**src/rtl/iob_cache_perf_ctrl.sv**
```systemverilog
// Cache control / performance monitor: per-port saturating hit/miss counters with
// snapshot shadows, cache status and invalidate control behind a word-addressed register port.
module iob_cache_perf_ctrl #(
    parameter int          N_PORTS = 2,
    parameter int          CNT_W   = 32,
    parameter int          DATA_W  = 32,
    parameter int          ADDR_W  = 4,
    parameter logic [15:0] VERSION = 16'h0200
) (
    input  logic               clk_i,
    input  logic               reset_i,
    input  logic               valid_i,
    input  logic               wen_i,
    input  logic [ADDR_W-1:0]  addr_i,
    input  logic [DATA_W-1:0]  wdata_i,
    output logic [DATA_W-1:0]  rdata_o,
    output logic               ready_o,
    output logic               invalidate_o,
    input  logic               wtbuf_empty_i,
    input  logic               wtbuf_full_i,
    input  logic [N_PORTS-1:0] read_hit_i,
    input  logic [N_PORTS-1:0] read_miss_i,
    input  logic [N_PORTS-1:0] write_hit_i,
    input  logic [N_PORTS-1:0] write_miss_i
);
    localparam int SUM_W = CNT_W + 1 + $clog2(N_PORTS);
    localparam int IDX_W = (N_PORTS > 1) ? $clog2(N_PORTS) : 1;
    localparam logic [CNT_W-1:0] CNT_MAX = '1;

    localparam logic [ADDR_W-1:0] A_VERSION = ADDR_W'(0);
    localparam logic [ADDR_W-1:0] A_STATUS  = ADDR_W'(1);
    localparam logic [ADDR_W-1:0] A_CTRL    = ADDR_W'(2);
    localparam logic [ADDR_W-1:0] A_PSEL    = ADDR_W'(3);
    localparam logic [ADDR_W-1:0] A_RH      = ADDR_W'(4);
    localparam logic [ADDR_W-1:0] A_RM      = ADDR_W'(5);
    localparam logic [ADDR_W-1:0] A_WH      = ADDR_W'(6);
    localparam logic [ADDR_W-1:0] A_WM      = ADDR_W'(7);
    localparam logic [ADDR_W-1:0] A_HIT     = ADDR_W'(8);
    localparam logic [ADDR_W-1:0] A_MISS    = ADDR_W'(9);

    logic                     enable_reg;
    logic                     sat_reg;
    logic [DATA_W-1:0]        psel_reg;
    logic                     wr_acc, ctrl_wr, clear_cmd, snap_cmd;
    logic [N_PORTS-1:0]       sat_evt;
    logic [3:0][CNT_W-1:0]    shadow [N_PORTS];
    logic [3:0][CNT_W-1:0]    sel_cnt;
    logic                     sel_ok;
    logic [SUM_W-1:0]         hit_sum, miss_sum;
    logic [CNT_W-1:0]         hit_total, miss_total;
    logic [DATA_W-1:0]        rd_data;

    assign wr_acc    = valid_i && wen_i;
    assign ctrl_wr   = wr_acc && (addr_i == A_CTRL);
    assign clear_cmd = ctrl_wr && wdata_i[1];
    assign snap_cmd  = ctrl_wr && wdata_i[2];

    // Counter index k: 0 = read hit, 1 = read miss, 2 = write hit, 3 = write miss.
    for (genvar gi = 0; gi < N_PORTS; gi++) begin : g_port
        logic [3:0]            evt;
        logic [3:0]            near_max;
        logic [3:0][CNT_W-1:0] live_reg;
        logic [3:0][CNT_W-1:0] shadow_reg;

        assign evt = {write_miss_i[gi], write_hit_i[gi], read_miss_i[gi], read_hit_i[gi]};

        for (genvar gk = 0; gk < 4; gk++) begin : g_cnt
            assign near_max[gk] = (live_reg[gk] >= CNT_MAX - 1'b1);
        end

        // An accepted event that lands on (or is blocked at) the maximum marks saturation.
        assign sat_evt[gi] = enable_reg && |(evt & near_max);
        assign shadow[gi]  = shadow_reg;

        always_ff @(posedge clk_i) begin
            if (reset_i || clear_cmd) begin
                live_reg   <= '0;
                shadow_reg <= '0;
            end else begin
                // Shadows take the pre-edge live value; same-cycle events only reach live.
                if (snap_cmd) shadow_reg <= live_reg;
                for (int k = 0; k < 4; k++) begin
                    if (enable_reg && evt[k] && (live_reg[k] != CNT_MAX))
                        live_reg[k] <= live_reg[k] + 1'b1;
                end
            end
        end
    end

    always_comb begin
        hit_sum  = '0;
        miss_sum = '0;
        for (int p = 0; p < N_PORTS; p++) begin
            hit_sum  = hit_sum  + SUM_W'(shadow[p][0]) + SUM_W'(shadow[p][2]);
            miss_sum = miss_sum + SUM_W'(shadow[p][1]) + SUM_W'(shadow[p][3]);
        end
        hit_total  = (hit_sum  > SUM_W'(CNT_MAX)) ? CNT_MAX : hit_sum[CNT_W-1:0];
        miss_total = (miss_sum > SUM_W'(CNT_MAX)) ? CNT_MAX : miss_sum[CNT_W-1:0];
    end

    // Out-of-range port selections read as zero rather than aliasing onto a real port.
    assign sel_ok = (psel_reg < DATA_W'(N_PORTS));

    always_comb begin
        sel_cnt = '0;
        if (sel_ok) sel_cnt = shadow[psel_reg[IDX_W-1:0]];
        rd_data = '0;
        case (addr_i)
            A_VERSION: rd_data = DATA_W'(VERSION);
            A_STATUS:  rd_data[3:0] = {sat_reg, enable_reg, wtbuf_full_i, wtbuf_empty_i};
            A_PSEL:    rd_data = psel_reg;
            A_RH:      rd_data[CNT_W-1:0] = sel_cnt[0];
            A_RM:      rd_data[CNT_W-1:0] = sel_cnt[1];
            A_WH:      rd_data[CNT_W-1:0] = sel_cnt[2];
            A_WM:      rd_data[CNT_W-1:0] = sel_cnt[3];
            A_HIT:     rd_data[CNT_W-1:0] = hit_total;
            A_MISS:    rd_data[CNT_W-1:0] = miss_total;
            default:   rd_data = '0;
        endcase
    end

    always_ff @(posedge clk_i) begin
        if (reset_i) begin
            ready_o      <= 1'b0;
            invalidate_o <= 1'b0;
            rdata_o      <= '0;
            enable_reg   <= 1'b1;
            sat_reg      <= 1'b0;
            psel_reg     <= '0;
        end else begin
            ready_o      <= valid_i;
            rdata_o      <= (valid_i && !wen_i) ? rd_data : '0;
            invalidate_o <= ctrl_wr && wdata_i[0];
            if (ctrl_wr && wdata_i[3]) enable_reg <= wdata_i[4];
            if (wr_acc && (addr_i == A_PSEL)) psel_reg <= wdata_i;
            if (clear_cmd)     sat_reg <= 1'b0;
            else if (|sat_evt) sat_reg <= 1'b1;
        end
    end
endmodule
```
**config.mk**
```make
export PLATFORM = sky130hd
export DESIGN_NAME = iob_cache_perf_ctrl
export DESIGN_NICKNAME = d
export VERILOG_FILES = /design/src/rtl/iob_cache_perf_ctrl.sv
export SDC_FILE = /design/constraint.sdc
export NUM_CORES = 2
export LEC_CHECK = 0
export ABC_AREA = 1
export CORE_ASPECT_RATIO = 2
export CORE_MARGIN = 2
export CORE_UTILIZATION = 55
export CTS_CLUSTER_SIZE = 25
export DETAILED_ROUTE_END_ITERATION = 10
export PLACE_DENSITY = 0.75
export SYNTH_ARGS = -nofsm -noshare
export SYNTH_HDL_FRONTEND = slang
export SYNTH_SLANG_ARGS = --single-unit
export TNS_END_PERCENT = 100
```
**constraint.sdc**
```tcl
create_clock -name clk_i -period 3.1 [get_ports clk_i]
set_input_delay 0.62 -clock clk_i [delete_from_list [all_inputs] [get_ports clk_i]]
set_output_delay 0.62 -clock clk_i [all_outputs]
set_load 0.02 [all_outputs]
```
==> results.md <==
* Flop and latch count out of synthesis at 580
* Number of hold-slack violations in the final timing report at 0
* Non-Filler Cell Area, Final at 0.04753 mm²
* Via count of the first global-routing pass at between 40k and 50k
* Violated checks: negative setup slack
* Total clock buffers created by CTS at 54
* Final worst clock skew at 0.03762 ns
* Cell with the largest stage delay on the worst path: sky130_fd_sc_hd__fa_1
* Minimum setup slack among reg-to-reg paths at -0.44 ns
* Slack of the critical path at -0.4351 ns
* Largest net degree at the start of global routing at 86
* Max Transition Viols Final at 0
* Synth unique cells at between 50 and 60
* Netlist area before placement at 0.03714 mm²
* Number of remaining DRC errors at 0
* Clock root cell: sky130_fd_sc_hd__clkbuf_16
* Crit path capture type: register
* Number of cells after detailed placement at around 7k
* # rows at 134
* Biggest area consumer among synthesized cells: sky130_fd_sc_hd__dfxtp_1
* Critical Path AT at 4.10 ns
* Final #Nets at 6451
* Power per cell area at 344.1 mW/mm²
* Synth warn at 0
* Ys async rst share at 0%
* Worst vdd rail ir drop at ~0.50 mV
* Total number of clock tree sinks at 580
* Minimum setup slack after placement at -0.5605 ns
* Most used flip-flop cell after synthesis: sky130_fd_sc_hd__dfxtp_1
* Yosys top cell area share at 31.26%
* Wire length of the first global-routing pass at 237.4 mm
* Worst Hold Slack at 0.4784 ns
* RSZ-0062 raised after global routing: true
* Syn_nets at 5809
* Pleak at between 15 and 20 nW
* Final routed wirelength across all metal layers at 161.9 mm
* Overall via count from detail_route at around 40k
* Outcome: finished, violations left
* Global route overflow at 0
* Post-Layout Cell Count at 7127
* Htree depth at 2
* Area of the die at 0.06975 mm²
* Initial antenna violation count at 16
* Min-delay worst type: reg2reg
* Routability cong. at 1.071
* Ordered cell list for the critical path: inv_2, fa_1, fa_1, inv_1, ha_2, inv_2, fa_2, inv_2, nand3_2, nand2_4, nand2_2, nand2_2, nand2_1, nand2_2, a21oi_4, nand3_4, buf_12, clkbuf_16, o21ai_4, nand3_2, nand2_1, inv_1
* Post-DP Area at 0.04382 mm²
* Via-per-instance ratio at 5.753
* Fill count at 5812
* Clock tree from TritonCTS: done
* Post-synthesis sequential area ratio at 31.26%
* IO buf count at 83
* Placeable core area at 0.06673 mm²
* Startpoint type of the worst setup path: register
* Worst-Skew Late Latency at 0.69 ns
* Rel. slew slack at between 10% and 20%
* Max-cap violations at 0
* Antenna Violating Nets Remaining at 0
* Peak fanout along the critical path at 5
* Final critical-path required period at ~3.5 ns
* Clock transition at the register clock pins on the worst setup and hold paths after CTS at 0.07 ns
* Routed wire length per instance at 22.71 µm
* X dimension of the die at 187.8 µm
* Kind of critical path: reg2reg
* Dominant cells by area after synthesis: sky130_fd_sc_hd__dfxtp_1, sky130_fd_sc_hd__nand2_1, sky130_fd_sc_hd__a21oi_1
* CP max stage delay at 0.52 ns
* Ratio of cells with drive above 1 in the final layout at 19.82%
* GRT Resource Usage Total at 45.53%
* Synth Area per Inst at 6.693 µm²
* Longest Clk Path Bufs at 3
* Starting DRC count in detailed routing at 3466
* Actual transition at the worst max-transition pin at 1.298 ns
* Setup violators final at 32
* Pwr Total at 16.36 mW
* Number of detailed-routing iterations run before antenna repair at 8
* Data required time at the worst endpoint at 3.66 ns
* Effective utilization at floorplan at 55.66%
* Gate count of the mapped netlist at about 5.5k
* Total half-perimeter wirelength after legalization and detailed placement at 126.1 mm
* Area grow syn2layout at 27.98%
* Final clock period utilization by the worst path at 114.0%
* Max frequency at between 200 and 300 MHz
* Number of top-level design ports at 84
* Post-synth EDFFs at 0
* Vertical die dimension at between 300 and 400 µm
## cell type report
cell class,instances,area [µm²],area share (%)
antenna,7,17.52,0.03685
inverter,898,3382,7.115
multi-input combinational,3854,22640,47.62
clock buffer,65,1505,3.167
tap,884,1106,2.327
clock inverter,36,474.2,0.9976
timing repair buffer,803,6750,14.20
sequential,580,11660,24.53
## what timing repair did
| item | CTS | global route |
|---|---|---|
| hold buffers | 0 | 0 |
| setup buffers | 30 | 6 |
| resized for setup | 264 | 60 |
| cloned | 2 | 3 |
| pin swaps | 107 | 50 |
| endpoints found under the setup margin | 32 | 32 |
## metrics by stage
stage               utilization [%]  setup TNS, ns
floorplan                         -         -1.018
global placement              65.66         -13.28
detailed placement            65.66         -14.75
CTS                           70.73         -9.074
global route                  71.22         -16.38
finish                        71.23         -12.08
## final timing paths
kind / start / endpoint / cells past startpoint
max: g_port[1].shadow_reg[33] / rdata_o[13] / 22
min: g_port[0].live_reg[95] / g_port[0].live_reg[95] / 2
max reg2reg: g_port[1].shadow_reg[33] / rdata_o[13] / 22
min reg2reg: g_port[0].live_reg[95] / g_port[0].live_reg[95] / 2
## report_power, final
group          leakage (nW)  total, mW  switching (mW)  internal, mW
clock                 0.959       7.62            3.37          4.25
sequential             4.70       7.54          0.0475          7.50
combinational          14.3       1.20           0.756         0.440
total                  19.9       16.4            4.17          12.2
## Yosys cell counts (all sizes together) (3+ instances only)
cell / number
nand2: 1207
inv: 895
a21oi: 706
dfxtp: 580
nor2: 535
o21ai: 382
nand3: 166
nor3: 163
xor2: 139
clkbuf: 130
fa: 128
nand4: 93
buf: 88
ha: 82
o22ai: 64
nor4: 63
o21bai: 29
xnor2: 22
o21a: 15
a31oi: 14
nor3b: 10
mux2i: 8
nand3b: 8
o221ai: 4
and3: 3
clkinv: 3
or2: 3
## cells in the final DEF, fill, tap and decap left out, drive strengths merged, types with 10 or more instances in the layout
| cell type | count |
|---|---|
| nor3 | 163 |
| a31oi | 14 |
| nor2 | 535 |
| nand3 | 167 |
| o22ai | 64 |
| xor2 | 139 |
| o21ai | 382 |
| nor4 | 63 |
| dfxtp | 580 |
| nand4 | 93 |
| a21oi | 706 |
| nand2 | 1207 |
| nor3b | 10 |
| ha | 82 |
| fa | 128 |
| o21a | 15 |
| clkbuf | 67 |
| clkdlybuf4s50 | 83 |
| buf | 718 |
| xnor2 | 22 |
| inv | 898 |
| o21bai | 29 |
| clkinv | 20 |
## worst max-delay path, delay by kind of cell, from the launching register on
kind	cells	cell delay, ns
compound gates	2	0.35
buf+inv	7	0.55
flops	1	0.34
simple gates	9	0.75
fa+ha+maj	4	1.42
## metal layers
metal  global-route usage, %  part of all wire [%]  up-vias
met3                   10.50                   7.9      811
met2                   76.18                    46     2010
li1                        -                     -    19109
met5                       0                 0.081        -
met1                   44.54                    33    19050
met4                   48.92                    13       20
## kinds of logic after synthesis
logic type | synth area share [%]
fa+ha+maj | 9.662
buf+inv | 11.66
simple gates | 25.95
mux | 0.2156
xor+xnor | 3.797
flops | 31.26
compound gates | 17.45
No activity file was read; power rests on OpenSTA's default activity.
